`src/rtl/rl_pkg.sv`:
```
// Shared widths, saturation bounds and FSM encoding for the Q-learning update engine.
package rl_pkg;

    localparam int unsigned STATE_W = 4;
    localparam int unsigned ACT_W   = 2;
    localparam int unsigned Q_W     = 16;
    localparam int unsigned ADDR_W  = 6;

    localparam logic signed [Q_W-1:0] Q_MAX = {1'b0, {(Q_W-1){1'b1}}};
    localparam logic signed [Q_W-1:0] Q_MIN = {1'b1, {(Q_W-1){1'b0}}};

    typedef enum logic [2:0] {
        IDLE,
        RD_NEXT,
        RD_CUR,
        CALC,
        WRITE
    } fsm_state_e;

endpackage

```
`src/rtl/q_bellman_alu.sv`:
```
// Combinational Bellman update: new_q = q + ((r + gamma*max_q - q) >>> alpha_shift).
// Define Q_SAT_EN to saturate the result to the Q range instead of wrapping.
module q_bellman_alu #(
    parameter int unsigned Q_W = rl_pkg::Q_W
) (
    input  logic signed [Q_W-1:0] q_cur,
    input  logic signed [Q_W-1:0] max_q,
    input  logic signed [Q_W-1:0] reward,
    input  logic        [3:0]     alpha_shift,
    input  logic        [3:0]     gamma_shift,
    output logic signed [Q_W-1:0] new_q
);
    import rl_pkg::*;

    localparam int unsigned EXT_W = Q_W + 3;

    logic signed [EXT_W-1:0] q_x, m_x, r_x, g, target, delta, sum;

    always_comb begin
        q_x    = {{3{q_cur[Q_W-1]}}, q_cur};
        m_x    = {{3{max_q[Q_W-1]}}, max_q};
        r_x    = {{3{reward[Q_W-1]}}, reward};
        // gamma = 1 - 2^-gamma_shift, so gamma_shift = 0 yields g = 0
        g      = m_x - (m_x >>> gamma_shift);
        target = r_x + g;
        delta  = target - q_x;
        sum    = q_x + (delta >>> alpha_shift);
    end

`ifdef Q_SAT_EN
    logic [EXT_W-Q_W:0] sum_hi;

    always_comb begin
        sum_hi = sum[EXT_W-1:Q_W-1];
        if ((&sum_hi) || !(|sum_hi)) begin
            new_q = sum[Q_W-1:0];
        end else begin
            new_q = sum[EXT_W-1] ? Q_MIN : Q_MAX;
        end
    end
`else
    logic unused_sum_hi;

    assign unused_sum_hi = ^sum[EXT_W-1:Q_W];
    assign new_q         = sum[Q_W-1:0];
`endif

endmodule

```
`src/rtl/q_update_engine.sv`:
```
// Tabular Q-learning update stage driving a 64-entry action RAM with 1-cycle read latency.
// Define Q_SAT_EN to saturate the updated Q-value instead of two's-complement wrapping.
module q_update_engine #(
    parameter int unsigned STATE_W = rl_pkg::STATE_W,
    parameter int unsigned ACT_W   = rl_pkg::ACT_W,
    parameter int unsigned Q_W     = rl_pkg::Q_W
) (
    input  logic                      clk,
    input  logic                      rst,
    input  logic                      start,
    input  logic [STATE_W-1:0]        cur_state,
    input  logic [ACT_W-1:0]          cur_action,
    input  logic [STATE_W-1:0]        next_state,
    input  logic [Q_W-1:0]            reward,
    input  logic [3:0]                alpha_shift,
    input  logic [3:0]                gamma_shift,
    output logic                      busy,
    output logic                      done,
    output logic [ACT_W-1:0]          best_action,
    output logic                      ram_en,
    output logic [rl_pkg::ADDR_W-1:0] ram_rd_addr,
    output logic [rl_pkg::ADDR_W-1:0] ram_wr_addr,
    output logic                      ram_write_en,
    output logic [Q_W-1:0]            ram_data_in,
    input  logic [Q_W-1:0]            ram_data_out
);
    import rl_pkg::*;

    fsm_state_e state_q, state_d;

    logic [STATE_W-1:0]    s_q, sn_q;
    logic [ACT_W-1:0]      a_q, cnt_q, best_idx_q, best_action_q, trk_idx;
    logic signed [Q_W-1:0] reward_q, max_q, new_q_q, alu_new_q;
    logic [3:0]            alpha_q, gamma_q;
    logic                  trk_en, trk_first;

    // Read data lags the issued address by one cycle, so RD_CUR sees the last s' action
    always_comb begin
        trk_en    = (state_q == RD_NEXT && cnt_q != '0) || (state_q == RD_CUR);
        trk_idx   = (state_q == RD_CUR) ? '1 : cnt_q - ACT_W'(1);
        trk_first = (trk_idx == '0);
    end

    always_comb begin
        state_d = state_q;
        unique case (state_q)
            IDLE:    if (start) state_d = RD_NEXT;
            RD_NEXT: if (&cnt_q) state_d = RD_CUR;
            RD_CUR:  state_d = CALC;
            CALC:    state_d = WRITE;
            WRITE:   state_d = IDLE;
            default: state_d = IDLE;
        endcase
    end

    always_ff @(posedge clk) begin
        if (rst) begin
            state_q       <= IDLE;
            s_q           <= '0;
            sn_q          <= '0;
            a_q           <= '0;
            cnt_q         <= '0;
            reward_q      <= '0;
            alpha_q       <= '0;
            gamma_q       <= '0;
            max_q         <= '0;
            best_idx_q    <= '0;
            new_q_q       <= '0;
            best_action_q <= '0;
        end else begin
            state_q <= state_d;
            if (state_q == IDLE && start) begin
                s_q      <= cur_state;
                a_q      <= cur_action;
                sn_q     <= next_state;
                reward_q <= reward;
                alpha_q  <= alpha_shift;
                gamma_q  <= gamma_shift;
                cnt_q    <= '0;
            end
            if (state_q == RD_NEXT) begin
                cnt_q <= cnt_q + ACT_W'(1);
            end
            // Strict compare keeps the lowest action index on ties
            if (trk_en && (trk_first || $signed(ram_data_out) > max_q)) begin
                max_q      <= ram_data_out;
                best_idx_q <= trk_idx;
            end
            if (state_q == CALC) begin
                new_q_q       <= alu_new_q;
                best_action_q <= best_idx_q;
            end
        end
    end

    // ram_data_out holds Q(s,a) throughout CALC
    q_bellman_alu #(
        .Q_W(Q_W)
    ) u_alu (
        .q_cur      (ram_data_out),
        .max_q      (max_q),
        .reward     (reward_q),
        .alpha_shift(alpha_q),
        .gamma_shift(gamma_q),
        .new_q      (alu_new_q)
    );

    always_comb begin
        busy         = 1'b0;
        done         = 1'b0;
        ram_en       = 1'b0;
        ram_rd_addr  = '0;
        ram_wr_addr  = '0;
        ram_write_en = 1'b0;
        ram_data_in  = '0;
        unique case (state_q)
            IDLE: ;
            RD_NEXT: begin
                busy        = 1'b1;
                ram_en      = 1'b1;
                ram_rd_addr = {sn_q, cnt_q};
            end
            RD_CUR, CALC: begin
                busy        = 1'b1;
                ram_en      = 1'b1;
                ram_rd_addr = {s_q, a_q};
            end
            WRITE: begin
                busy         = 1'b1;
                done         = 1'b1;
                ram_en       = 1'b1;
                ram_write_en = 1'b1;
                ram_wr_addr  = {s_q, a_q};
                ram_data_in  = new_q_q;
            end
            default: ;
        endcase
    end

    assign best_action = best_action_q;

endmodule

```
`config.mk`:
```
export PLATFORM = sky130hd
export DESIGN_NAME = q_update_engine
export DESIGN_NICKNAME = d
export VERILOG_FILES = /design/src/rtl/rl_pkg.sv /design/src/rtl/q_bellman_alu.sv /design/src/rtl/q_update_engine.sv
export SDC_FILE = /design/constraint.sdc
export NUM_CORES = 1
export LEC_CHECK = 0
export ABC_AREA = 1
export CORE_MARGIN = 2
export CORE_UTILIZATION = 58
export DETAILED_ROUTE_END_ITERATION = 16
export GPL_TIMING_DRIVEN = 0
export PLACE_DENSITY = 0.93
export SLEW_MARGIN = 25
export SYNTH_ARGS = -nofsm -noshare
export SYNTH_HDL_FRONTEND = slang
export SYNTH_SLANG_ARGS = --single-unit
```
`constraint.sdc`:
```
create_clock -name clk -period 7.2 [get_ports clk]
set_clock_uncertainty 0.15 [all_clocks]
set_input_delay 1.44 -clock clk [delete_from_list [all_inputs] [get_ports clk]]
set_output_delay 1.44 -clock clk [all_outputs]
set_load 0.02 [all_outputs]
```
==> results of run 1 <==
==> flip-flops by register name, indices dropped and copies added, names as in the netlist <==
signal,cells
reward_q,16
s_q,4
cnt_q,2
new_q_q,16
best_action,2
a_q,2
best_idx_q,2
alpha_q,4
state_q,3
max_q,16
sn_q,4
gamma_q,4
==> power by group through the flow <==
stage	Sequential [mW]	Clock [mW]	Combinational (mW)
6_report	0.470	0.466	2.53
5_1_grt	0.473	0.487	2.82
4_1_cts	0.469	0.464	2.38
3_5_place_dp	0.478	0	2.35
3_3_place_gp	0.476	0	2.33
2_1_floorplan	0.473	0	1.77
==> layout make-up <==
cell class,instances,area share
buffer,50,0.0257
sequential,75,0.173
multi-input combinational,818,0.568
tap,168,0.0242
clock buffer,9,0.0260
clock inverter,7,0.00880
inverter,170,0.0736
timing repair buffer,87,0.100
==> Yosys cell counts, types with 3 or more instances <==
master	number
buf_2	5
dfxtp_1	75
a21oi_1	116
nor3_1	6
xor2_1	12
inv_2	3
o22ai_1	6
buf_4	5
or2_2	4
clkbuf_1	37
nand3_1	87
nand2_1	244
inv_1	166
a211oi_1	5
ha_1	53
a21o_1	4
nand4_1	3
o21ai_1	3
o211ai_1	9
xnor2_1	10
fa_1	33
o21ai_0	124
mux2i_1	5
nor2_4	3
nor2_1	65
==> routing by layer <==
| layer | part of all wire | track usage | up-vias |
|---|---|---|---|
| li1 | - | - | 3823 |
| met1 | 0.42 | 0.487 | 3579 |
| met2 | 0.45 | 0.568 | 409 |
| met3 | 0.092 | 0.0575 | 60 |
| met4 | 0.036 | 0.121 | 0 |
| met5 | 0 | 0 | - |
==> worst max-delay path, delay by kind of cell <==
family | cells | cell delay (ps)
AND/OR/NAND/NOR | 13 | 1400
XOR/XNOR | 2 | 430
AO/OA/AOI/OAI | 6 | 960
adder cells (fa/ha/maj) | 5 | 1900
buffers and inverters | 5 | 840
==> kinds of logic (layout without fill, tap and decap cells) <==
kind of cell	count (synthesis)	in the layout	share of synthesized area
compound gates	278	278	0.206
xor+xnor	22	22	0.0266
fa+ha+maj	86	86	0.183
buf+inv	220	323	0.119
flops	75	75	0.207
mux	5	5	0.00691
simple gates	427	427	0.252
==> through the flow <==
step	total power, mW	hold slack [ps]	setup TNS (ps)	area (sq um)
5_1_grt	3.78	332	-22.0	8670
2_1_floorplan	2.24	280	0	7240
6_report	3.47	310	0	8670
3_3_place_gp	2.81	292	-269	8310
4_1_cts	3.32	310	0	8610
3_5_place_dp	2.83	301	-383	8310
==> timing repair <==
action                                  in CTS  in global routing
buffers inserted                             0                  1
endpoints found under the setup margin       0                  9
resized for setup                            0                 18
==> worst paths after layout <==
kind / end / from / slack, ps / cells after the start
min reg2reg: sn_q[3] / sn_q[3] / 310 / 2
min: sn_q[3] / sn_q[3] / 310 / 2
max reg2reg: new_q_q[15] / max_q[15] / 520 / 36
max: new_q_q[15] / ram_data_out[0] / 320 / 31
==> run_results.csv, run 1 <==
group,metric,value,unit
synthesis,ys_seq_elements,75,
critical_path,slowest_stage,"clkdlybuf4s50_1",
timing,setup_violations,0,
timing,maxSlewHeadroom,0.587,
finish,n_fill_cell,1053,
synthesis,synth_cells,1113,
critical_path,critPathMaxStageDelay,560,ps
synthesis,synth_nets,1252,
power,clkPwrFrac,0.134,
synthesis,ys_warn_count,0,
power,power_switching,1.85,mW
placement,dp.cells,1367,
grt,grt_pass1_wl,36.5,mm
placement,gp_congestion,1.04,
synthesis,seq_area_frac_synth,0.207,
critical_path,crit_arrival,6970,ps
floorplan,die_h,116,um
critical_path,crit_path_max_fanout,4,
timing,rsz0062_at_grt,"yes",
synthesis,synth_cell_types,47,
power,cellPowerDensity,400,nW/um^2
route,wl_per_cell,16.7,um
flow_run,max_cap_viol_count,0,
clock_network,cts.sinks,75,
timing,finalHoldViolations,0,
clock_network,numCtsBuffers,9,
floorplan,io_pins,87,
synthesis,ys.flop_type,"dfxtp_1",
timing,tightest_slew,620,ps
power,pwr-share-seq,0.135,
clock_network,clk_pin_slew,60,ps
power,ir_drop,0.212,mV
route,routed_via_density,5.69,
grt,grt_max_degree,15,
power,p_int,1.62,mW
route,vias,7871,
timing,slew_viol_final,0,
grt,grt_pass1_vias,7272,
finish,final_common_cell,"nand2_1",
clock_network,root_buffer,"clkbuf_16",
finish,fin_nets,1350,
timing,max_freq,145,MHz
clock_network,h-tree-depth,3,
placement,dp_slack,-155,ps
grt,track_usage,0.354,
power,switching_share,0.532,
finish,regArea,1500,sq um
placement,io_buffers,86,
critical_path,cp.required,7280,ps
floorplan,fp.coreArea,12100,sq um
finish,post-route-util,0.716,
route,drc,0,
critical_path,start_kind,"primary input",
worst_hold_path,min_path_type,"reg2reg",
synthesis,ys_top_cells_by_area,"dfxtp_1 (21%), nand2_1 (13%), ha_1 (9.2%), fa_1 (9.1%), inv_1 (8.6%)",
critical_path,worst_path_most_repeated_cell,"nand2_1",
synthesis,synth.top_cell.area_share,0.207,
power,combPwrFrac,0.730,
grt,overflow,0,
route,routed_wl,23.1,mm
finish,final_cell_mix,"nand2_1 (244), inv_1 (166), o21ai_0 (122)",
floorplan,rows,40,
outcome,outcome,"completed",
synthesis,avgSynthCellArea,6.50,sq um
synthesis,syn_area,7240,sq um
finish,diodes,0,
floorplan,die_w,116,um
finish,drive_gt1_frac,0.0526,
synthesis,async_flop_share,0,
route,drt_iter0_markers,891,
clock_network,cts_tree,"done",
clock_network,clk_latency,340,ps
timing,period_share,0.956,
critical_path,worstSetupEndpointType,"flip-flop",
grt,antenna_found_initial,0,
floorplan,die_area,13400,sq um
placement,dp_hpwl,18.4,mm
timing,worst_slack,315,ps
power,power_leakage,3.97,nW
critical_path,crit_type,"in2reg",
clock_network,hold_buffers,0,
route,drtPass1Iterations,6,
route,drtAntennaViolNets,0,
finish,multiInputGateArea,4930,sq um
synthesis,synth_top_cell_by_area,"dfxtp_1",
timing,min_period,6880,ps
floorplan,initial_core_util,0.598,
finish,area.growth.synth_to_final,19.8,%
finish,instances_no_fill,1384,
synthesis,synth_edf_count,0,
clock_network,max-clock-path-buffers,2,
(Power assumes the default switching activity.)
==> run 2: changes to the inputs <==
Settings changed: SETUP_SLACK_MARGIN from default to 0.02, SKIP_CTS_REPAIR_TIMING from default to 1.
==> run 2 against run 1 <==
Worst setup slack improved by 21 ps. Non-clock buffer count increased by 1. Worst hold slack hardly changed. Critical path type unchanged. Die area unchanged. Design area about the same. Combinational power about the same. Sequential share of layout area about the same. Clock power about the same. Wire length increased by 0.34%.
==> run_results.csv, run 2 (same netlist as run 1, synthesis figures left out) <==
group,metric,value,unit
floorplan,die_h,116,um
timing,slew_viol_final,0,
finish,post-route-util,0.716,
finish,area.growth.synth_to_final,19.9,%
power,pwr-share-seq,0.135,
timing,period_share,0.953,
finish,final_common_cell,"nand2_1",
critical_path,start_kind,"primary input",
route,drc,0,
clock_network,cts.sinks,75,
placement,io_buffers,86,
finish,multiInputGateArea,4930,sq um
grt,overflow,0,
finish,fin_nets,1351,
placement,dp_hpwl,18.4,mm
power,cellPowerDensity,401,nW/um^2
route,routed_via_density,5.67,
route,wl_per_cell,16.7,um
floorplan,die_w,116,um
critical_path,slowest_stage,"clkdlybuf4s50_1",
clock_network,h-tree-depth,3,
grt,grt_pass1_wl,36.5,mm
timing,setup_violations,0,
grt,antenna_found_initial,0,
finish,regArea,1500,sq um
grt,track_usage,0.354,
timing,maxSlewHeadroom,0.584,
route,drtAntennaViolNets,0,
clock_network,numCtsBuffers,9,
clock_network,clk_latency,340,ps
outcome,outcome,"completed",
timing,max_freq,146,MHz
clock_network,root_buffer,"clkbuf_16",
finish,reg_top3,"max_q x16, new_q_q x16, reward_q x16",
finish,final_cell_mix,"nand2_1 (244), inv_1 (166), o21ai_0 (122)",
power,power_switching,1.85,mW
flow_run,max_cap_viol_count,0,
critical_path,crit_arrival,6960,ps
critical_path,worstSetupEndpointType,"flip-flop",
timing,tightest_slew,624,ps
grt,grt_max_degree,15,
critical_path,worst_path_most_repeated_cell,"nand2_1",
power,ir_drop,0.218,mV
power,switching_share,0.531,
route,drtPass1Iterations,5,
timing,finalHoldViolations,0,
placement,gp_congestion,1.04,
finish,instances_no_fill,1385,
clock_network,clk_pin_slew,70,ps
clock_network,max-clock-path-buffers,2,
floorplan,rows,40,
clock_network,cts_tree,"done",
timing,min_period,6860,ps
critical_path,crit_path_max_fanout,4,
power,power,3.48,mW
power,combPwrFrac,0.731,
placement,dp_slack,-155,ps
finish,n_fill_cell,1051,
route,routed_wl,23.2,mm
grt,grt_pass1_vias,7272,
timing,worst_slack,336,ps
critical_path,cp.required,7290,ps
critical_path,crit_type,"in2reg",
power,clkPwrFrac,0.134,
finish,diodes,0,
route,drt_iter0_markers,815,
finish,drive_gt1_frac,0.0534,
floorplan,initial_core_util,0.598,
route,vias,7852,
floorplan,fp.coreArea,12100,sq um
floorplan,io_pins,87,
worst_hold_path,min_path_type,"reg2reg",
power,power_leakage,3.97,nW
placement,dp.cells,1367,
power,p_int,1.63,mW
critical_path,critPathMaxStageDelay,550,ps
floorplan,die_area,13400,sq um
==> run 2: cell count changes in the layout (fill, tap and decap cells not counted), sizes merged <==
| cell | previous run | this run |
|---|---|---|
| buf | 14 | 15 |
==> run 2: final cells by class <==
cell class              count  area share
multi-input cells         818       0.568
flip-flops and latches     75       0.173
repair buffers             88       0.101
inverters                 170      0.0736
clock buffers               9      0.0260
plain buffers              50      0.0257
well taps                 168      0.0242
clock inverters             7     0.00880
==> run 2: metrics by stage <==
| stage | hold WS (ps) | setup TNS (ps) | area (sq um) |
|---|---|---|---|
| after CTS | 310 | 0 | 8610 |
| after floorplan | 280 | 0 | 7240 |
| final | 310 | 0 | 8680 |
| after detailed placement | 301 | -383 | 8310 |
| after global placement | 292 | -269 | 8310 |
| after global routing | 332 | -35.4 | 8680 |
==> run 2: worst max-delay path, delay by kind of cell <==
kind / cells / cell delay [ps]
buffers and inverters: 6 / 880
XOR/XNOR: 1 / 270
adder cells (fa/ha/maj): 5 / 1900
AND/OR/NAND/NOR: 12 / 1170
AO/OA/AOI/OAI: 8 / 1280
==> run 2: layer usage <==
metal / track usage / up-vias / wire, um
li1: - / 3825 / -
met1: 0.487 / 3558 / 9950
met2: 0.568 / 416 / 10400
met3: 0.0575 / 53 / 2040
met4: 0.121 / 0 / 796
met5: 0 / - / 0
==> run 2: power by group through the flow <==
| stage | registers (mW) | logic, mW | clock network [mW] |
|---|---|---|---|
| after floorplan | 0.473 | 1.77 | 0 |
| after global placement | 0.476 | 2.33 | 0 |
| after detailed placement | 0.478 | 2.35 | 0 |
| after CTS | 0.469 | 2.38 | 0.464 |
| after global routing | 0.473 | 2.83 | 0.487 |
| final | 0.470 | 2.54 | 0.466 |
==> run 2: worst paths after layout <==
path | endpoint | start | slack, ps | cells past startpoint
worst max register to register | new_q_q[11] | max_q[15] | 550 | 37
worst min-delay path | max_q[6] | max_q[6] | 310 | 2
worst min register to register | max_q[6] | max_q[6] | 310 | 2
worst max-delay path | new_q_q[11] | ram_data_out[0] | 340 | 32
==> run 3: changes to the inputs <==
Settings changed: PLACE_DENSITY 0.93 to default, PLACE_DENSITY_LB_ADDON from default to 0.05.
==> run 3 against run 2 <==
Via count decreased by 2.8%. Sequential power is essentially flat. Sequential cell count did not move. Critical path type unchanged. Largest power group unchanged. Global-route usage shrank 2.0 points. Largest cell class unchanged. First-iteration DRC count shrank 11%. Cell count is 0.14% lower. Clock power increased by 2%.
==> run_results.csv, run 3 (same netlist as run 1, synthesis figures left out) <==
group,metric,value,unit
outcome,outcome,"completed",
placement,io_buffers,86,
timing,finalHoldViolations,0,
clock_network,numCtsBuffers,9,
timing,tightest_slew,649,ps
power,cellPowerDensity,391,nW/um^2
finish,diodes,0,
critical_path,worst_path_most_repeated_cell,"nand2_1",
floorplan,die_w,116,um
critical_path,crit_arrival,6910,ps
route,vias,7632,
floorplan,rows,40,
timing,maxSlewHeadroom,0.567,
timing,rsz0062_at_grt,"no",
floorplan,initial_core_util,0.598,
timing,holdWs,300,ps
route,routed_wl,21.9,mm
grt,grt_pass1_wl,34.6,mm
timing,slew_viol_final,0,
finish,instances_no_fill,1383,
grt,overflow,0,
placement,gp_congestion,0.998,
route,drt_iter0_markers,727,
floorplan,die_h,116,um
clock_network,clk_latency,350,ps
route,wl_per_cell,15.8,um
critical_path,critPathMaxStageDelay,550,ps
clock_network,max-clock-path-buffers,2,
critical_path,crit_type,"in2reg",
route,drc,0,
flow_run,max_cap_viol_count,0,
finish,fin_nets,1349,
finish,drive_gt1_frac,0.0469,
critical_path,worstSetupEndpointType,"flip-flop",
placement,dp_hpwl,17.9,mm
critical_path,slowest_stage,"clkdlybuf4s50_1",
route,drtAntennaViolNets,0,
timing,max_freq,147,MHz
critical_path,start_kind,"primary input",
worst_hold_path,min_path_type,"reg2reg",
grt,grt_pass1_vias,6891,
floorplan,die_area,13400,sq um
finish,final_common_cell,"nand2_1",
timing,fin_setup_tns,0,ps
clock_network,cts.sinks,75,
power,ir_drop,0.184,mV
placement,dp.cells,1367,
route,routed_via_density,5.52,
floorplan,io_pins,87,
grt,track_usage,0.334,
grt,antenna_found_initial,0,
grt,grt_max_degree,16,
timing,setup_violations,0,
clock_network,root_buffer,"clkbuf_16",
clock_network,clk_pin_slew,60,ps
route,drtPass1Iterations,5,
timing,period_share,0.947,
floorplan,fp.coreArea,12100,sq um
critical_path,crit_path_max_fanout,4,
finish,area.growth.synth_to_final,19.3,%
power,power_leakage,3.96,nW
finish,reg_top3,"max_q x16, new_q_q x16, reward_q x16",
clock_network,cts_tree,"done",
critical_path,cp.required,7290,ps
clock_network,h-tree-depth,3,
timing,min_period,6810,ps
finish,final_cell_mix,"nand2_1 (244), inv_1 (166), o21ai_0 (123)",
finish,n_fill_cell,1096,
## run 3: per-layer routing
metal | share of wire | up-vias | wire length (um) | track usage
li1 | - | 3823 | - | -
met1 | 0.46 | 3450 | 10000 | 0.453
met2 | 0.44 | 304 | 9610 | 0.536
met3 | 0.061 | 55 | 1340 | 0.0560
met4 | 0.044 | 0 | 954 | 0.128
met5 | 0 | - | 0 | 0
## run 3: worst paths after layout
path | startpoint | to | slack (ps) | cells past startpoint
hold / removal | sn_q[3] | sn_q[3] | 300 | 2
setup reg to reg | gamma_q[0] | new_q_q[14] | 560 | 34
hold reg to reg | sn_q[3] | sn_q[3] | 300 | 2
setup / recovery | ram_data_out[0] | new_q_q[11] | 390 | 32
## run 3: power by group
group          leakage [nW]  switching, mW  total (mW)  internal, mW
clock                 0.153          0.200       0.474         0.275
combinational          3.20           1.56        2.43         0.871
sequential            0.614         0.0182       0.469         0.451
total                  3.96           1.78        3.37          1.60
## run 3: area by class of cell
type / instances / area, sq um / area share
multi-input cells: 818 / 4890 / 0.567
well taps: 168 / 210 / 0.0243
clock buffers: 9 / 225 / 0.0261
repair buffers: 86 / 861 / 0.0997
plain buffers: 50 / 223 / 0.0258
inverters: 170 / 638 / 0.0739
clock inverters: 7 / 81.3 / 0.00942
flip-flops and latches: 75 / 1500 / 0.174
## run 3: metrics by stage
stage	total power [mW]	worst slack, ps	area [sq um]	utilization
2_1_floorplan	2.24	1210	7240	-
3_3_place_gp	2.80	-190	8310	0.686
3_5_place_dp	2.81	-177	8310	0.686
4_1_cts	3.30	173	8620	0.711
5_1_grt	3.70	40.5	8630	0.713
6_report	3.37	385	8630	0.713
## run 3: worst max-delay path, delay by kind of cell
family | cells | cell delay (ps)
AOI/OAI and AO/OA | 8 | 1340
buffers and inverters | 6 | 850
and+or+nand+nor | 12 | 1070
adders and majority gates | 5 | 1880
xor gates and xnor gates | 1 | 320
